`src/rtl/ifu_pc_fetch_pkg.sv`:
```
// Shared definitions for the instruction-fetch unit: pc_src codes, FSM states, defaults.
package ifu_pc_fetch_pkg;

    localparam int unsigned XLEN_DEF     = 32;
    localparam int unsigned CNT_W_DEF    = 32;
    localparam logic [31:0] RESET_PC_DEF = 32'h8000_0000;

    // Same encoding the branch-resolution block drives; 2'b11 is reserved and behaves as SEQ.
    localparam logic [1:0] PC_SRC_SEQ  = 2'b00;
    localparam logic [1:0] PC_SRC_JAL  = 2'b01;
    localparam logic [1:0] PC_SRC_JALR = 2'b10;

    typedef enum logic [1:0] {
        S_REQ  = 2'b00,
        S_WAIT = 2'b01,
        S_EXEC = 2'b10,
        S_HALT = 2'b11
    } fetch_state_e;

endpackage

```
`src/rtl/ifu_pc_fetch_pc_target.sv`:
```
// Combinational next-PC selection and alignment check for the fetch unit.
module ifu_pc_fetch_pc_target
    import ifu_pc_fetch_pkg::*;
#(
    parameter int unsigned XLEN = XLEN_DEF
) (
    input  logic [XLEN-1:0] pc,
    input  logic [XLEN-1:0] imm,
    input  logic [XLEN-1:0] rs1,
    input  logic [1:0]      pc_src,
    output logic [XLEN-1:0] next_pc_c,
    output logic            misaligned_c
);

    // jalr clears only bit 0; a set bit 1 survives and is reported as misaligned.
    always_comb begin
        next_pc_c = pc + XLEN'(4);
        case (pc_src)
            PC_SRC_SEQ:  next_pc_c = pc + XLEN'(4);
            PC_SRC_JAL:  next_pc_c = pc + imm;
            PC_SRC_JALR: next_pc_c = (rs1 + imm) & ~XLEN'(1);
            default:     next_pc_c = pc + XLEN'(4);
        endcase
        misaligned_c = |next_pc_c[1:0];
    end

endmodule

```
`src/rtl/ifu_pc_fetch.sv`:
```
// Architectural PC holder and fetch sequencer: REQ -> WAIT -> EXEC per instruction, sticky HALT.
module ifu_pc_fetch
    import ifu_pc_fetch_pkg::*;
#(
    parameter int unsigned    XLEN     = XLEN_DEF,
    parameter logic [XLEN-1:0] RESET_PC = XLEN'(RESET_PC_DEF),
    parameter int unsigned    CNT_W    = CNT_W_DEF
) (
    input  logic             clk,
    input  logic             rst,
    input  logic [1:0]       pc_src,
    input  logic [XLEN-1:0]  imm,
    input  logic [XLEN-1:0]  rs1,
    input  logic             exe_done,
    input  logic             halt_req,
    output logic             req_valid,
    output logic [XLEN-1:0]  req_addr,
    input  logic             req_ready,
    input  logic             rsp_valid,
    input  logic [31:0]      rsp_data,
    output logic [XLEN-1:0]  pc,
    output logic [31:0]      inst,
    output logic             inst_valid,
    output logic             halted,
    output logic             misalign_err,
    output logic [CNT_W-1:0] retire_cnt
);

    fetch_state_e    state;
    logic [XLEN-1:0] next_pc_c;
    logic            misaligned_c;

    ifu_pc_fetch_pc_target #(
        .XLEN (XLEN)
    ) u_pc_target (
        .pc           (pc),
        .imm          (imm),
        .rs1          (rs1),
        .pc_src       (pc_src),
        .next_pc_c    (next_pc_c),
        .misaligned_c (misaligned_c)
    );

    assign req_addr = pc;

    // State and the Moore flags are updated together so every output comes straight from a flop.
    always_ff @(posedge clk or posedge rst) begin
        if (rst) begin
            state        <= S_REQ;
            pc           <= RESET_PC;
            inst         <= 32'd0;
            inst_valid   <= 1'b0;
            req_valid    <= 1'b1;
            halted       <= 1'b0;
            misalign_err <= 1'b0;
            retire_cnt   <= CNT_W'(0);
        end else begin
            case (state)
                S_REQ: begin
                    if (req_ready) begin
                        state     <= S_WAIT;
                        req_valid <= 1'b0;
                    end
                end
                S_WAIT: begin
                    if (rsp_valid) begin
                        state      <= S_EXEC;
                        inst       <= rsp_data;
                        inst_valid <= 1'b1;
                    end
                end
                S_EXEC: begin
                    if (exe_done) begin
                        inst_valid <= 1'b0;
                        if (halt_req) begin
                            state      <= S_HALT;
                            halted     <= 1'b1;
                            retire_cnt <= retire_cnt + CNT_W'(1);
                        end else if (misaligned_c) begin
                            state        <= S_HALT;
                            halted       <= 1'b1;
                            misalign_err <= 1'b1;
                        end else begin
                            state      <= S_REQ;
                            req_valid  <= 1'b1;
                            pc         <= next_pc_c;
                            retire_cnt <= retire_cnt + CNT_W'(1);
                        end
                    end
                end
                S_HALT: begin
                    state <= S_HALT;
                end
                default: begin
                    state <= S_HALT;
                end
            endcase
        end
    end

endmodule

```
`config.mk`:
```
export PLATFORM = sky130hd
export DESIGN_NAME = ifu_pc_fetch
export DESIGN_NICKNAME = d
export VERILOG_FILES = /design/src/rtl/ifu_pc_fetch_pkg.sv /design/src/rtl/ifu_pc_fetch_pc_target.sv /design/src/rtl/ifu_pc_fetch.sv
export SDC_FILE = /design/constraint.sdc
export NUM_CORES = 1
export LEC_CHECK = 0
export ABC_AREA = 1
export BUFFER_PORTS_ARGS = -buffer_cell sky130_fd_sc_hd__buf_2
export CAP_MARGIN = 20
export CORE_UTILIZATION = 55
export DETAILED_ROUTE_END_ITERATION = 10
export PLACE_DENSITY = 0.91
export SYNTH_ARGS = -nofsm -noshare
export SYNTH_HDL_FRONTEND = slang
export SYNTH_HIERARCHICAL = 1
export SYNTH_SLANG_ARGS = --single-unit
```
`constraint.sdc`:
```
create_clock -name clk -period 7.6 [get_ports clk]
set_input_delay 0.76 -clock clk [delete_from_list [all_inputs] [get_ports clk]]
set_output_delay 0.76 -clock clk [all_outputs]
set_load 0.005 [all_outputs]
```
; ---- After elaboration in Yosys (flattened, before gate mapping)
; Index checks and enable logic that the tools add are counted.
[word_totals]
regBits = 102
input_bits = 104
output_inout_bits = 132
[op_classes]
n_addsub = 4
eq_ne = 11
mux = 19
bitwise_logic = 2
reduce_logical = 13
[ops]
columns = op, count
row1 = $add A32 B32 Y32, 2
row2 = $mux W32, 2
row3 = $pmux W32 S2, 1
row4 = $add A32 B1 Y32 const B, 1
row5 = $add A32 B3 Y32 const B, 1
row6 = $ne A2 B2 Y1 const B, 6
row7 = $reduce_and A3 Y1, 4
row8 = $mux W2, 5
row9 = $mux W1, 8
row10 = $pmux W2 S4, 1
row11 = $reduce_and A4 Y1, 2
row12 = $eq A2 B2 Y1 const B, 3
row13 = $reduce_bool A2 Y1, 3
row14 = $reduce_and A5 Y1, 1
row15 = $eq A2 B1 Y1 const B, 2
row16 = $pmux W1 S2, 2
row17 = $logic_not A2 Y1, 1
row18 = $not A1 Y1, 2
row19 = $reduce_and A2 Y1, 1
row20 = $reduce_or A2 Y1, 1

; ---- Depth between registers and ports, before layout
[logic_depth]
ltp_word = 7
mapped_depth = 17

; ---- Modules after synthesis
; Netlist, hierarchy kept.
[by_module_without_submodules]
columns = mod, n_inst, cells_per_inst, area_per_inst_um2, seq_area_each_um2
row1 = ifu_pc_fetch_pc_target, 1, 1294, 6100.9, 0.0
row2 = ifu_pc_fetch, 1, 462, 4840.9, 2555.0

; ---- Least setup slack after synthesis
; OpenSTA, ideal clock, no wires.
[synth_path]
path_kind = input-to-reg
from = in imm[0]
to = reg pc[25]
setup_time_ns = 0.125
arrival_time_ns = 2.719
slack_ns = 4.756
stages = 11
n_path_buf = 1
path_cell_list = ha_1 -> inv_1 -> fa_1 -> o22ai_1 -> nand2_1 -> o21ai_0 -> or2_2 -> nor2_1 -> nand2_4 -> buf_6 -> mux2_4
[synth_via]
elab_chain_cells = 5
word_cells_on_any_way = 6
[synth_lines]
columns = item, line
row1 = from (decl), ifu_pc_fetch.sv:12  ; input logic [XLEN-1:0] imm,
row2 = $add A32 B32 Y32 (on tied branches), "ifu_pc_fetch_pc_target.sv:21, ifu_pc_fetch_pc_target.sv:20"
row3 = $pmux W32 S2 *, ifu_pc_fetch_pc_target.sv:18  ; case (pc_src)
row4 = via next_pc_c[1], ifu_pc_fetch.sv:30  ; logic [XLEN-1:0] next_pc_c;
row5 = $reduce_or A2 Y1 *, ifu_pc_fetch_pc_target.sv:24  ; misaligned_c = |next_pc_c[1:0];
row6 = via misaligned_c, ifu_pc_fetch.sv:31  ; logic misaligned_c;
row7 = $not A1 Y1 (no line) *, n/a
row8 = $reduce_and A4 Y1 (no line) *, n/a
row9 = to (signal assigned), ifu_pc_fetch.sv:86  ; pc <= next_pc_c;
row10 = to (decl), ifu_pc_fetch.sv:21  ; output logic [XLEN-1:0] pc,
; The timed path passes the listed nets; every way through them passes the cells marked *.
; A chain may end at the register's enable or synchronous reset.

; ---- Worst setup path after layout
[layout_path]
from = in pc_src[0]
to = reg retire_cnt[31]
[layout_via]
elab_chain_cells = 5
word_cells_on_any_way = 6
[layout_lines]
columns = item, line
row1 = from (decl), ifu_pc_fetch.sv:11  ; input logic [1:0] pc_src,
row2 = $eq A2 B2 Y1 or $eq A2 B1 Y1 (tied branches), ifu_pc_fetch_pc_target.sv:18
row3 = $pmux W32 S2 *, ifu_pc_fetch_pc_target.sv:18
row4 = via next_pc_c[0], ifu_pc_fetch.sv:30
row5 = $reduce_or A2 Y1 *, ifu_pc_fetch_pc_target.sv:24
row6 = via misaligned_c, ifu_pc_fetch.sv:31
row7 = $ne A2 B2 Y1 (no line) *, n/a
row8 = $reduce_and A3 Y1 (no line) *, n/a
row9 = to (signal assigned), ifu_pc_fetch.sv:78  ; retire_cnt <= retire_cnt + CNT_W'(1);
row10 = to (signal assigned), ifu_pc_fetch.sv:87  ; retire_cnt <= retire_cnt + CNT_W'(1);
row11 = to (decl), ifu_pc_fetch.sv:26  ; output logic [CNT_W-1:0] retire_cnt
; Marked as above.

==> run_summary.xml <==
<?xml version="1.0" encoding="UTF-8"?>
<metrics>
  <group name="critical_path">
    <metric name="timing.critical_path.from_type" unit="">input port</metric>
    <metric name="worstPathRequired" unit="ns">7.84</metric>
    <metric name="critical_path_class" unit="">in -&gt; reg</metric>
    <metric name="critPathArrivalTime" unit="ns">4.15</metric>
    <metric name="critPathMaxFanout" unit="">37</metric>
    <metric name="end_kind" unit="">register</metric>
  </group>
  <group name="drt">
    <metric name="post_drt_via_cell_ratio" unit="">5.39</metric>
    <metric name="wirelength_met1" unit="mm">13.8</metric>
    <metric name="antenna_left" unit="">0</metric>
    <metric name="wire_per_inst" unit="um">15.1</metric>
    <metric name="drt_first_pass_iters" unit="">6</metric>
    <metric name="detail_route.iter0.violations" unit="">1033</metric>
    <metric name="dr.max_layer_used" unit="">met4</metric>
    <metric name="dr_wl_met2" unit="mm">15.5</metric>
    <metric name="route.final.wire_length" unit="mm">33.6</metric>
    <metric name="met3_wirelength" unit="mm">3.28</metric>
    <metric name="vias" unit="">11985</metric>
    <metric name="drc_errors" unit="">0</metric>
  </group>
  <group name="logic_synthesis">
    <metric name="yosys-top-cells-area" unit="">nand2_1, dfrtp_1, inv_1</metric>
    <metric name="total_of_warnings_raised_by_yosys" unit="">6</metric>
    <metric name="yosys.cell_types.count" unit="">47</metric>
    <metric name="synth_area_per_cell" unit="sq um">6.23</metric>
    <metric name="synth.ff_latch_count" unit="">102</metric>
    <metric name="synth-async-reset-ratio" unit="%">100</metric>
    <metric name="synthesis.area" unit="sq mm">0.0109</metric>
    <metric name="ys_seq_area_share" unit="%">23.4</metric>
    <metric name="syn-instance-count" unit="">1756</metric>
    <metric name="postSynthNetCount" unit="">1927</metric>
    <metric name="synthDominantAreaCellType" unit="">nand2_1</metric>
    <metric name="yosys_most_used_dff" unit="">dfrtp_1</metric>
    <metric name="count_of_flip_flops_with_a_built_in_enable_after_synthesis" unit="">0</metric>
    <metric name="synth_top_area_share" unit="%">23.2</metric>
  </group>
  <group name="global_route">
    <metric name="largest_net_degree_at_the_start_of_global_routing" unit="">72</metric>
    <metric name="grt_remaining_overflow" unit="">0</metric>
    <metric name="globalRouteTotalUtil" unit="%">32.8</metric>
    <metric name="grt_pass1_vias" unit="">10778</metric>
    <metric name="grt_antenna_before_repair" unit="">0</metric>
    <metric name="grt_first_pass_wirelength" unit="mm">52.1</metric>
  </group>
  <group name="cts">
    <metric name="cts_max_path_buffers" unit="">2</metric>
    <metric name="cts_num_sinks" unit="">102</metric>
    <metric name="tritoncts" unit="">built</metric>
    <metric name="inserted_clock_buffers" unit="">9</metric>
    <metric name="clk_pin_slew" unit="ns">0.07</metric>
    <metric name="worst_skew_pair.late_latency" unit="ns">0.34</metric>
    <metric name="clk_root_buffer_cell" unit="">clkbuf_16</metric>
    <metric name="cts.htree.levels" unit="">3</metric>
    <metric name="cts_hold_buffers" unit="">0</metric>
    <metric name="number_of_cells_upsized_or_downsized_after_cts" unit="">0</metric>
    <metric name="cts_setup_buffers" unit="">0</metric>
  </group>
  <group name="place">
    <metric name="place.detailed.hpwl" unit="mm">27.0</metric>
    <metric name="postPlaceCellArea" unit="sq mm">0.0121</metric>
    <metric name="worst_slack_placed" unit="ns">2.89</metric>
    <metric name="port_buffers" unit="">235</metric>
    <metric name="weighted_congestion_at_the_end_of_routability_driven_global_placement" unit="">0.981</metric>
  </group>
  <group name="floorplanning">
    <metric name="start_util" unit="%">56.2</metric>
    <metric name="fp.coreArea" unit="sq mm">0.0195</metric>
    <metric name="floorplan.die.width" unit="um">143</metric>
    <metric name="rows" unit="">51</metric>
    <metric name="total_die_area" unit="sq mm">0.0205</metric>
    <metric name="boundaryPins" unit="">236</metric>
    <metric name="die_y" unit="um">143</metric>
  </group>
  <group name="layout">
    <metric name="finalNetCount" unit="">2124</metric>
    <metric name="final_layout_size_suffix_gt1_share" unit="%">18.5</metric>
    <metric name="post_layout_instance_area" unit="sq mm">0.0124</metric>
    <metric name="fin_util" unit="%">63.9</metric>
    <metric name="number_of_fill_cells_in_the_layout" unit="">1779</metric>
    <metric name="num_antenna_cells" unit="">0</metric>
    <metric name="area_growth_syn_to_layout" unit="%">13.6</metric>
  </group>
  <group name="timing">
    <metric name="timing.fmax" unit="GHz">0.255</metric>
    <metric name="drv_slew" unit="">0</metric>
    <metric name="final.min_clock_period" unit="ns">3.92</metric>
    <metric name="timing.slew.headroom" unit="%">31.5</metric>
    <metric name="layout_worst_path_cycle_share" unit="%">51.6</metric>
    <metric name="report.final.hold_viol_count" unit="">0</metric>
    <metric name="rsz0062_at_grt" unit="">false</metric>
    <metric name="worst-slew-pin-transition" unit="ns">1.03</metric>
    <metric name="worst_clock_skew" unit="ns">0.00610</metric>
    <metric name="setup_viol_count_final" unit="">0</metric>
    <metric name="worst_slack" unit="ns">3.68</metric>
    <metric name="setup_tns" unit="ns">0</metric>
  </group>
  <group name="pwr">
    <metric name="power_density" unit="mW/mm^2">261</metric>
    <metric name="worst_vdd_drop" unit="mV">0.240</metric>
    <metric name="power.leakage" unit="nW">7.37</metric>
  </group>
  <group name="hold_path">
    <metric name="worst_hold_path_type" unit="">in -&gt; async</metric>
  </group>
  <group name="status">
    <metric name="outcome" unit="">complete, no violations</metric>
  </group>
  <group name="job">
    <metric name="cap_viol_max_count" unit="">0</metric>
  </group>
</metrics>
==> critical path: stages <==
cell and delay, ns:
buf_2 0.09, inv_1 0.04, ha_1 0.86, clkinv_1 0.51, buf_16 0.31, nand3_1 0.09, nand2_1 0.09, or2_2 0.34
nand2_1 0.17, nand3_4 0.27, nor2_1 0.33, nand2_1 0.10, o21bai_1 0.15, nand2_1 0.06
==> flip-flops by register name, indices dropped and copies added, names as in the netlist <==
name,flops
pc,32
state,2
req_valid,1
halted,1
misalign_err,1
inst,32
inst_valid,1
retire_cnt,32
==> layer usage <==
layer,up-vias,GRT usage (%)
met5,-,0
met4,0,12.2
met3,95,4.09
met2,652,55.0
met1,5394,43.2
li1,5844,-
==> kinds of logic after synthesis <==
kind of cell	count (synthesis)	share of synthesized area (%)
mux	64	6.66
flops	102	23.4
simple gates	1010	39.3
compound gates	126	6.17
fa+ha+maj	67	7.80
buf+inv	346	13.5
xor+xnor	41	3.28
==> where the power goes <==
part           switching (W)  total (W)  leakage [nW]  internal (W)
Combinational        0.00104    0.00177          5.95      0.000729
Clock               0.000201   0.000489         0.145      0.000288
Sequential          0.000266   0.000992          1.27      0.000727
==> cell usage in the layout (no fill, tap or decap), drive strengths merged <==
cell      netlist  final
nand2         684    684
a21oi          67     67
clkinv          1      1
clkbuf          9     10
and2            3      3
nor2          148    148
dfstp           2      2
o22a            1      1
nand4          22     22
clkinvlp        0      2
xor2           26     26
nor3           22     22
nor4            2      2
and3            2      2
o21ai          38     38
xnor2          15     15
o211ai          2      2
nand3b         20     20
dfrtp         100    100
inv           294    295
fa              2      2
mux2           64     64
bufinv          0      2
a21o            1      1
a31oi           5      5
buf            42    237
o21a            1      1
nand3          99     99
or2             8      8
o21bai          9      9
ha             65     65
o22ai           2      2
==> synth_stat cells, types with 3 or more instances <==
| library cell | instances |
|---|---|
| nor2_4 | 8 |
| clkbuf_1 | 9 |
| buf_6 | 7 |
| xor2_1 | 26 |
| inv_2 | 10 |
| nor2_1 | 136 |
| dfrtp_1 | 100 |
| xnor2_1 | 15 |
| ha_1 | 65 |
| nor3_2 | 6 |
| a31oi_1 | 5 |
| mux2_2 | 62 |
| or2_2 | 4 |
| nor3_1 | 14 |
| nand4_1 | 22 |
| nor2_2 | 3 |
| a21oi_1 | 67 |
| nand3_1 | 96 |
| and2_1 | 3 |
| buf_4 | 32 |
| nand3b_1 | 20 |
| o21bai_1 | 9 |
| nand2_2 | 5 |
| nand2_1 | 677 |
| inv_1 | 284 |
| o21ai_0 | 37 |
==> final timing paths <==
path / startpoint / endpoint / slack, ns / cells past startpoint
worst max-delay path: pc_src[0] / retire_cnt[31]$_DFFE_PP0P_ / 3.68 / 14
worst min-delay path: rst / inst[18]$_DFFE_PP0P_ / 0.40 / 2
worst max register to register: pc[0]$_DFFE_PP0P_ / retire_cnt[31]$_DFFE_PP0P_ / 4.47 / 13
worst min register to register: inst_valid$_DFFE_PP0P_ / inst_valid$_DFFE_PP0P_ / 0.48 / 2
max in group asynchronous: rst / retire_cnt[11]$_DFFE_PP0P_ / 5.93 / 3
min in group clk: inst_valid$_DFFE_PP0P_ / inst_valid$_DFFE_PP0P_ / 0.48 / 2
==> stage by stage <==
stage	hold WS [ns]	std cells	total power, W
final	0.396	2222	0.00325
after global placement	0.463	2206	0.00266
after detailed placement	0.468	2206	0.00271
after global routing	0.433	2222	0.00350
after floorplan	0.463	1756	0.00217
after CTS	0.405	2221	0.00321
==> area by class of cell <==
type	count	area, sq um	area share, %
multi-input combinational	1308	6910	55.6
sequential	102	2550	20.5
timing repair buffer	237	1210	9.74
inverter	295	1110	8.93
tap	265	332	2.67
clock buffer	10	229	1.84
clock inverter	5	83.8	0.674
Power figures use the tool's default switching activity.
